`src/rtl/level_num_ctrl_pkg.sv`:
```
// ---------------------------------------------------------------------------
// level_num_ctrl_pkg
// Shared definitions for the level/number controller:
//   - FSM state encoding (matches the 2-bit `state` output of the top)
//   - quota(): number of targets a level starts with
// ---------------------------------------------------------------------------
package level_num_ctrl_pkg;

    localparam logic [1:0] ST_IDLE   = 2'd0;
    localparam logic [1:0] ST_PLAY   = 2'd1;
    localparam logic [1:0] ST_LVL_UP = 2'd2;
    localparam logic [1:0] ST_DONE   = 2'd3;

    // quota(L) = base + step*L, evaluated at 5 bits. With the default
    // parameters the largest value (level 7) is 26, which fits.
    function automatic logic [4:0] quota(input int base, input int step,
                                         input logic [2:0] lvl);
        int q;
        q = base + step * int'(lvl);
        return 5'(q);
    endfunction

endpackage

```
`src/rtl/level_num_ctrl_btn_debounce.sv`:
```
// ---------------------------------------------------------------------------
// btn_debounce
// Synchronizes and debounces one raw asynchronous button.
// Ports:
//   clk   - system clock
//   rstn  - synchronous reset, active-low
//   raw   - raw button input (asynchronous, active-high)
//   level - debounced button level
//   pulse - one-cycle pulse on each rising edge of the debounced level
// ---------------------------------------------------------------------------
module btn_debounce #(
    parameter int DEBOUNCE_CYCLES = 1_000_000
) (
    input  logic clk,
    input  logic rstn,
    input  logic raw,
    output logic level,
    output logic pulse
);

    localparam int CW = $clog2(DEBOUNCE_CYCLES + 1);

    logic          sync1_reg;
    logic          sync2_reg;
    logic          level_reg;
    logic          pulse_reg;
    logic [CW-1:0] cnt_reg;

    always_ff @(posedge clk) begin
        if (!rstn) begin
            sync1_reg <= 1'b0;
            sync2_reg <= 1'b0;
            level_reg <= 1'b0;
            pulse_reg <= 1'b0;
            cnt_reg   <= '0;
        end else begin
            sync1_reg <= raw;
            sync2_reg <= sync1_reg;
            pulse_reg <= 1'b0;
            if (sync2_reg != level_reg) begin
                // The increment that would bring the count to
                // DEBOUNCE_CYCLES toggles the level instead, so the counter
                // clears in the same cycle the level changes.
                if (cnt_reg == CW'(DEBOUNCE_CYCLES - 1)) begin
                    level_reg <= ~level_reg;
                    pulse_reg <= ~level_reg;
                    cnt_reg   <= '0;
                end else begin
                    cnt_reg <= cnt_reg + CW'(1);
                end
            end else begin
                cnt_reg <= '0;
            end
        end
    end

    assign level = level_reg;
    assign pulse = pulse_reg;

endmodule

```
`src/rtl/level_num_ctrl.sv`:
```
// ---------------------------------------------------------------------------
// level_num_ctrl
// Game controller feeding the seven-segment level/number display: debounces
// start/hit/miss, counts down remaining targets per level, pauses on level
// up and holds a final done state after the last level.
// Ports:
//   clk       - system clock
//   rstn      - synchronous reset, active-low
//   btn_start - raw start/abort button
//   btn_hit   - raw hit button
//   btn_miss  - raw miss button
//   num       - remaining targets in the current level (registered)
//   level     - current level 0..MAX_LEVEL (registered)
//   state     - FSM state IDLE=0 PLAY=1 LVL_UP=2 DONE=3 (registered)
//   level_up  - one-cycle pulse on entry to LVL_UP (registered)
//   done      - high while in DONE (registered)
// ---------------------------------------------------------------------------
module level_num_ctrl
    import level_num_ctrl_pkg::*;
#(
    parameter int DEBOUNCE_CYCLES = 1_000_000,
    parameter int PAUSE_CYCLES    = 50_000_000,
    parameter int QUOTA_BASE      = 5,
    parameter int QUOTA_STEP      = 3,
    parameter int MAX_LEVEL       = 7
) (
    input  logic       clk,
    input  logic       rstn,
    input  logic       btn_start,
    input  logic       btn_hit,
    input  logic       btn_miss,
    output logic [4:0] num,
    output logic [2:0] level,
    output logic [1:0] state,
    output logic       level_up,
    output logic       done
);

    localparam int         PW    = $clog2(PAUSE_CYCLES + 1);
    localparam logic [4:0] Q0    = quota(QUOTA_BASE, QUOTA_STEP, 3'd0);
    localparam logic [2:0] L_MAX = 3'(MAX_LEVEL);

    // Button index: 0 = start, 1 = hit, 2 = miss
    logic [2:0] btn_raw;
    logic [2:0] btn_level;
    logic [2:0] btn_pulse;

    assign btn_raw = {btn_miss, btn_hit, btn_start};

    genvar gi;
    generate
        for (gi = 0; gi < 3; gi++) begin : g_btn
            btn_debounce #(
                .DEBOUNCE_CYCLES(DEBOUNCE_CYCLES)
            ) u_debounce (
                .clk  (clk),
                .rstn (rstn),
                .raw  (btn_raw[gi]),
                .level(btn_level[gi]),
                .pulse(btn_pulse[gi])
            );
        end
    endgenerate

    // A debounced rising edge always coincides with the button being held,
    // so qualifying with the level keeps the event definition explicit.
    logic start_ev, hit_ev, miss_ev;
    assign start_ev = btn_pulse[0] & btn_level[0];
    assign hit_ev   = btn_pulse[1] & btn_level[1];
    assign miss_ev  = btn_pulse[2] & btn_level[2];

    logic [1:0]    state_reg,    state_next;
    logic [4:0]    num_reg,      num_next;
    logic [2:0]    level_reg,    level_next;
    logic [PW-1:0] pause_reg,    pause_next;
    logic          level_up_reg, level_up_next;
    logic          done_reg,     done_next;

    logic [2:0] level_inc;
    logic [4:0] quota_cur;
    logic [4:0] quota_inc;

    assign level_inc = level_reg + 3'd1;
    assign quota_cur = quota(QUOTA_BASE, QUOTA_STEP, level_reg);
    assign quota_inc = quota(QUOTA_BASE, QUOTA_STEP, level_inc);

    // State and datapath registers
    always_ff @(posedge clk) begin
        if (!rstn) begin
            state_reg    <= ST_IDLE;
            num_reg      <= Q0;
            level_reg    <= 3'd0;
            pause_reg    <= '0;
            level_up_reg <= 1'b0;
            done_reg     <= 1'b0;
        end else begin
            state_reg    <= state_next;
            num_reg      <= num_next;
            level_reg    <= level_next;
            pause_reg    <= pause_next;
            level_up_reg <= level_up_next;
            done_reg     <= done_next;
        end
    end

    // Next-state and num/level datapath
    always_comb begin
        state_next = state_reg;
        num_next   = num_reg;
        level_next = level_reg;
        pause_next = '0;
        case (state_reg)
            ST_IDLE: begin
                level_next = 3'd0;
                num_next   = Q0;
                if (start_ev) state_next = ST_PLAY;
            end
            ST_PLAY: begin
                if (start_ev) begin
                    state_next = ST_IDLE;
                    level_next = 3'd0;
                    num_next   = Q0;
                end else if (hit_ev && miss_ev) begin
                    // simultaneous hit and miss cancel out
                end else if (hit_ev && num_reg != 5'd0) begin
                    num_next = num_reg - 5'd1;
                    if (num_reg == 5'd1)
                        state_next = (level_reg == L_MAX) ? ST_DONE : ST_LVL_UP;
                end else if (miss_ev && num_reg < quota_cur) begin
                    num_next = num_reg + 5'd1;
                end
            end
            ST_LVL_UP: begin
                // Pause counter runs 0..PAUSE_CYCLES-1; the last count is
                // the final cycle of the hold.
                if (pause_reg == PW'(PAUSE_CYCLES - 1)) begin
                    state_next = ST_PLAY;
                    level_next = level_inc;
                    num_next   = quota_inc;
                end else begin
                    pause_next = pause_reg + PW'(1);
                end
            end
            default: begin // ST_DONE
                num_next   = 5'd0;
                level_next = L_MAX;
                if (start_ev) begin
                    state_next = ST_IDLE;
                    level_next = 3'd0;
                    num_next   = Q0;
                end
            end
        endcase
    end

    // Registered status outputs derived from the upcoming state
    always_comb begin
        level_up_next = (state_next == ST_LVL_UP) && (state_reg != ST_LVL_UP);
        done_next     = (state_next == ST_DONE);
    end

    assign num      = num_reg;
    assign level    = level_reg;
    assign state    = state_reg;
    assign level_up = level_up_reg;
    assign done     = done_reg;

endmodule

```
`config.mk`:
```
export PLATFORM = sky130hd
export DESIGN_NAME = level_num_ctrl
export DESIGN_NICKNAME = d
export VERILOG_FILES = /design/src/rtl/level_num_ctrl_pkg.sv /design/src/rtl/level_num_ctrl_btn_debounce.sv /design/src/rtl/level_num_ctrl.sv
export SDC_FILE = /design/constraint.sdc
export NUM_CORES = 1
export LEC_CHECK = 0
export CORE_MARGIN = 8
export CORE_UTILIZATION = 45
export DETAILED_ROUTE_END_ITERATION = 8
export PLACE_DENSITY_LB_ADDON = 0.05
export SETUP_SLACK_MARGIN = 0.5
export SYNTH_ARGS = -nofsm -noshare
export SYNTH_HDL_FRONTEND = slang
export SYNTH_SLANG_ARGS = --single-unit
```
`constraint.sdc`:
```
create_clock -name clk -period 3.34 [get_ports clk]
set_input_delay 0.668 -clock clk [delete_from_list [all_inputs] [get_ports clk]]
set_output_delay 0.668 -clock clk [all_outputs]
set_load 0.05 [all_outputs]
```
# Yosys cells after proc, flatten, opt, wreduce, memory -nomap -nowiden

Cells that the tools add are included.

Memory bits (read-only): 0
Memory bits (writable): 0
Latch bits: 0
Logic and storage cells: 100
Memories kept: 0
Input bits: 5
Bits in registers: 110
Output and inout port bits: 12

Muxes and demuxes: 20
Magnitude comparators: 1
Shift operators: 0
Bitwise logic cells: 11
Add/sub/neg operators: 9
Div/mod/pow operators: 0
Multipliers: 2
Equal/unequal tests: 18
Reduce and logical (&&, ||, !) cells: 18

Operators with widths:

| operator              | number |
|---|---|
| $add 20x1->20 const B | 3 |
| $eq 20x20->1 const B  | 3 |
| $add 26x1->26 const B | 1 |
| $eq 26x26->1 const B  | 1 |
| $mux 5                | 5 |
| $pmux 5 s3            | 1 |
| $mux 2                | 7 |
| $mux 3                | 4 |
| $reduce_and 3->1      | 4 |
| $reduce_or 3->1       | 4 |
| $add 3x5->5 const A   | 2 |
| $mul 2x3->5 const A   | 2 |
| $pmux 3 s3            | 1 |
| $not 1->1             | 8 |
| $reduce_and 2->1      | 4 |
| $eq 2x2->1 const B    | 3 |
| $ne 2x2->1 const B    | 3 |
| $pmux 2 s3            | 1 |
| $add 5x1->5 const B   | 1 |
| $eq 5x1->1 const B    | 1 |
| $lt 5x5->1            | 1 |
| $reduce_bool 5->1     | 1 |
| $sub 5x1->5 const B   | 1 |
| $logic_and 1x1->1     | 4 |
| 9 further kinds       | 13 |

# Logic depth before layout (Yosys ltp)

Depth in word-level cells: 9
Depth in mapped cells: 13
Mapped depth without buffers: 12

# Modules after synthesis

A second synthesis with hierarchy kept.

Cells, all modules: 620
Area total of the unflattened synthesis: 5,667.9 sq um

Modules (own cells, without submodules):

| module         | instances | area an instance (sq um) | cells an instance | sequential area each (sq um) |
|---|---|---|---|---|
| btn_debounce   | 3         | 1,113.6                  | 119               | 480.5 |
| level_num_ctrl | 1         | 2,327.2                  | 263               | 760.7 |

# Least setup slack after synthesis

Ideal clock, no wire load.

Path kind: reg-to-reg
Start point: reg level_reg[0] (netlist: level[0])
End point: reg num_reg[1] (netlist: num[1])
Stages on the path, launching flop included: 11
Period minus slack after synthesis: 2.905 ns
Data required time: 3.254 ns
Buffers on the path: 1
Arrival: 2.819 ns
Library setup time: 0.086 ns
Setup slack: 0.435 ns
Cells stage by stage: dfxtp_1 -> buf_2 -> inv_1 -> fa_1 -> ha_1 -> o211ai_1 -> a21o_1 -> a41oi_1 -> a21o_1 -> a221oi_1 -> a211oi_1

Longest elaborated chain between the ends: 6
Elaborated cells on any way between the ends: 11
Classes of those cells: add/sub: 3; mul: 2; order compare: 1; eq/ne: 1; mux: 2; reduce/logical: 2

RTL lines:

| element                    | line                     | text |
|---|---|---|
| start: declaration         | level_num_ctrl.sv:74     | `logic [2:0] level_reg, level_next;` |
| start signal: assignment   | level_num_ctrl.sv:99     | `level_reg <= level_next;` |
| $mul 2x3->5                | level_num_ctrl_pkg.sv:19 | `q = base + step * int'(lvl);` |
| $add 3x5->5                | level_num_ctrl_pkg.sv:19 |  |
| $lt 5x5->1                 | level_num_ctrl.sv:129    | `end else if (miss_ev && num_reg < quota_cur) begin` |
| $logic_and 1x1->1          | level_num_ctrl.sv:129    |  |
| $ne 4x4->1 (no line)       | -                        |  |
| $reduce_and 3->1 (no line) | -                        |  |
| end signal: assignment     | level_num_ctrl.sv:98     | `num_reg <= num_next;` |
| end: declaration           | level_num_ctrl.sv:73     | `logic [4:0] num_reg, num_next;` |

Parallel ways exist; a longest one is shown, timed or not. The select of a mux whose other input is x is not followed.
A chain may end at the register's enable or synchronous reset.

# Final worst setup path

Start point: reg level_reg[2] (netlist: level[2])
End point: reg num_reg[1] (netlist: num[1])

Longest elaborated chain between the ends: 6

RTL lines:

| element                    | line |
|---|---|
| $mul 2x3->5                | level_num_ctrl_pkg.sv:19 |
| $add 3x5->5                | level_num_ctrl_pkg.sv:19 |
| $lt 5x5->1                 | level_num_ctrl.sv:129 |
| $logic_and 1x1->1          | level_num_ctrl.sv:129 |
| $ne 4x4->1 (no line)       | - |
| $reduce_and 3->1 (no line) | - |

No other way between the ends.

==> flow_summary.yaml <==
run_status:
  outcome: "complete, no violations"
floorplan:
  initial_core_utilization: 0.457
  die_area_um2: 15100
  number_of_primary_i_o_pins: 17
  design.core.area_um2: 11300
  chipWidth_um: 123
  num_rows: 39
  fp.dieH_um: 123
setup_path:
  path_delay_family: "compound AO/OA/AOI/OAI gates"
  critical_path_arrival_ns: 2.80
  reg2reg_slack_ns: 0.77
  crit_path_cell_trace: "inv_1 > ha_1 > nand3_1 > o21ai_0 > a2bb2oi_1 > ha_1 > a221oi_2 > a41oi_1 > a21o_2 > a221oi_1 > a211oi_1"
  cp_num_buf_inv: 1
  cpMostUsedCell: "sky130_fd_sc_hd__ha_1"
  critical_path.endpoint_type: "flip-flop"
  slowest_delay_ns: 0.43
  path_class: "reg2reg"
  start_kind: "flip-flop"
  critical-path-slowest-cell: "sky130_fd_sc_hd__dfxtp_2"
  timing.critical_path.fanout_max: 8
  required_arrival_time_at_the_worst_endpoint_ns: 3.57
routing:
  drt_drc_violations_left: 0
  detail-route-antenna-nets: 0
  first_iter_violations: 213
  detail_route.wl_per_cell_um: 13.0
  drt_pass1_iterations: 4
  dr_vias: 3878
  via_per_inst: 5.14
  drt_wl_total_um: 9780
pwr:
  max-vdd-ir-drop_mv: 0.361
  power.leakage_uw: 0.00191
  power-per-cell-area_nw_per_um2: 419
synthesis:
  ff_latch_count_synth: 110
  synth_warnings: 0
  synth_flop_cell: "sky130_fd_sc_hd__dfxtp_1"
  synthArstFlopShare: 0
  synthCells: 592
  synth.cell_area_um2: 5150
  synthesis.nets: 619
  postSynthAreaPerCell_um2: 8.70
  number_of_distinct_library_cell_variants_in_the_gate_level_netlist_after_synthesis: 56
  fraction_of_the_yosys_area_taken_by_sequential_cells: 0.427
  number_of_enable_type_register_cells_in_the_synthesized_netlist: 0
finish:
  fillerInstances: 1097
  area_growth_pct: 11.7
  post_route_cells_drive_above_1_share: 0.0556
  seq_area_um2: 2210
  insertedDiodeCount: 0
  multiInputGateArea_um2: 2800
  finish.utilization: 0.510
  nets: 633
  largest_register_ff_count: 60
global_routing:
  grt_start_max_net_pins: 26
  gr-total-overflow: 0
  antenna_found_initial: 0
  grt_pass1_wl_um: 17000
  grt_usage: 0.138
  grt_pass1_vias: 3656
clocking:
  cts_inserted_buffers: 9
  clk_path_buf_depth: 2
  post_cts_sizing_count: 0
  cts_hold_buffers: 0
  cts_sinks: 110
  cts_tree: "built"
  cts-htree-levels: 3
  clockRootBuffer: "sky130_fd_sc_hd__clkbuf_16"
  clock_insertion_delay_worst_skew_ns: 0.35
  cts.reportedPaths.clkPinSlew_ns: 0.07
  cts_setup_buffers: 0
min_path:
  worstHoldPathType: "reg2reg"
sta:
  fin_worst_skew_ns: 0.00841
  number_of_setup_violations_in_the_final_report: 0
  max_clock_freq_mhz: 389
  worst_slew_pin_tran_ns: 0.810
  timing.final.hold_violations: 0
  final.period_utilization: 0.769
  relSlewSlack: 0.458
  finalCriticalPeriod_ns: 2.57
  setup_repair_after_global_routing_missed_its_margin: "false"
  final-max-slew-violation-count: 0
  whs_ns: 0.435
  totalNegativeSetupSlack_ns: 0
  finalWorstSetupSlack_ns: 0.771
placed_design:
  gp_congestion: 0.825
  io_buffers: 16
  post-dp-hpwl_um: 6990
  detailedPlace.worstSlack_ns: 0.651
job:
  timing.max_cap.violations: 0
## path summary, 6_finish.rpt
path / from / to / depth (start not counted)
worst max-delay path: level[2] / num[1] / 11
worst min-delay path: g_btn[2].u_debounce.sync1_reg / g_btn[2].u_debounce.sync2_reg / 1
worst max register to register: level[2] / num[1] / 11
worst min register to register: g_btn[2].u_debounce.sync1_reg / g_btn[2].u_debounce.sync2_reg / 1
## kinds of logic after synthesis
group	count (synthesis)	synth area share
buf+inv	38	0.0296
simple gates	286	0.273
mux	5	0.00972
compound gates	46	0.0607
fa+ha+maj	22	0.0549
flops	110	0.427
xor+xnor	85	0.145
## worst reg2reg max path, cell delays in order, from the launching register on
cell                        delay (ns)
sky130_fd_sc_hd__dfxtp_2          0.43
sky130_fd_sc_hd__inv_1            0.10
sky130_fd_sc_hd__ha_1             0.30
sky130_fd_sc_hd__nand3_1          0.08
sky130_fd_sc_hd__o21ai_0          0.08
sky130_fd_sc_hd__a2bb2oi_1        0.15
sky130_fd_sc_hd__ha_1             0.27
sky130_fd_sc_hd__a221oi_2         0.24
sky130_fd_sc_hd__a41oi_1          0.19
sky130_fd_sc_hd__a21o_2           0.31
sky130_fd_sc_hd__a221oi_1         0.22
sky130_fd_sc_hd__a211oi_1         0.08
## synthesized netlist by cell type (all sizes together) (2+ instances only)
cell type,instances,area (µm²)
nand3,42,210
nor3,12,65.1
buf,6,32.5
a41oi,2,17.5
and4,5,50.1
nand2b,2,12.5
nand2,37,141
o211a,3,30.0
nor4,9,62.6
nor4b,3,26.3
a221oi,3,26.3
and2,9,56.3
nand4,14,103
or3,8,50.1
inv,23,86.3
or2,2,12.5
o32ai,2,25.0
xnor2,41,359
clkbuf,8,30.0
a21oi,14,70.1
ha,21,263
or4b,2,23.8
o21ai,11,55.1
dfxtp,110,2200
a21o,2,15.0
mux2i,5,50.1
nor2,121,457
xor2,44,385
and3,15,93.8
and4b,2,21.3
## cells in the final DEF, fill, tap and decap left out, types with 3 or more instances in the layout
| master | Yosys | layout |
|---|---|---|
| sky130_fd_sc_hd__xnor2_1 | 41 | 41 |
| sky130_fd_sc_hd__and3_1 | 15 | 15 |
| sky130_fd_sc_hd__or3_1 | 8 | 8 |
| sky130_fd_sc_hd__nor4_1 | 8 | 8 |
| sky130_fd_sc_hd__and2_1 | 9 | 9 |
| sky130_fd_sc_hd__nand4_1 | 13 | 13 |
| sky130_fd_sc_hd__inv_1 | 23 | 23 |
| sky130_fd_sc_hd__nand3_1 | 42 | 42 |
| sky130_fd_sc_hd__a21oi_1 | 14 | 14 |
| sky130_fd_sc_hd__nor3_1 | 11 | 11 |
| sky130_fd_sc_hd__dfxtp_1 | 110 | 107 |
| sky130_fd_sc_hd__mux2i_1 | 5 | 5 |
| sky130_fd_sc_hd__o21ai_0 | 10 | 10 |
| sky130_fd_sc_hd__ha_1 | 21 | 21 |
| sky130_fd_sc_hd__clkbuf_16 | 0 | 9 |
| sky130_fd_sc_hd__nor2_1 | 120 | 120 |
| sky130_fd_sc_hd__nor4b_1 | 3 | 3 |
| sky130_fd_sc_hd__xor2_1 | 44 | 44 |
| sky130_fd_sc_hd__nand2_1 | 36 | 36 |
| sky130_fd_sc_hd__clkdlybuf4s50_1 | 0 | 16 |
| sky130_fd_sc_hd__o211a_1 | 3 | 3 |
## power by group
group | internal [µW] | total (µW) | switching (µW)
registers | 1310 | 1320 | 2.78
logic | 9.03 | 22.3 | 13.2
clock network | 604 | 1070 | 470
total | 1930 | 2410 | 486
## stage by stage
stage | instances | area, µm² | power (µW)
6_report | 754 | 5750 | 2410
5_1_grt | 754 | 5750 | 2510
4_1_cts | 754 | 5740 | 2460
3_5_place_dp | 738 | 5440 | 1370
3_3_place_gp | 738 | 5440 | 1370
2_1_floorplan | 592 | 5150 | 1360
## per-layer routing
layer / wire [µm] / global-route usage
met5: 0 / 0
met2: 4490 / 0.225
met3: 389 / 0.0461
met1: 4770 / 0.170
met4: 137 / 0.0406
## final cells by class
cell class | instances | area share
Multi-Input combinational cell | 444 | 0.487
Sequential cell | 110 | 0.384
Inverter | 24 | 0.0157
Tap cell | 143 | 0.0311
Clock buffer | 11 | 0.0422
Timing Repair Buffer | 17 | 0.0291
Clock inverter | 5 | 0.0100
(Power assumes the default switching activity.)
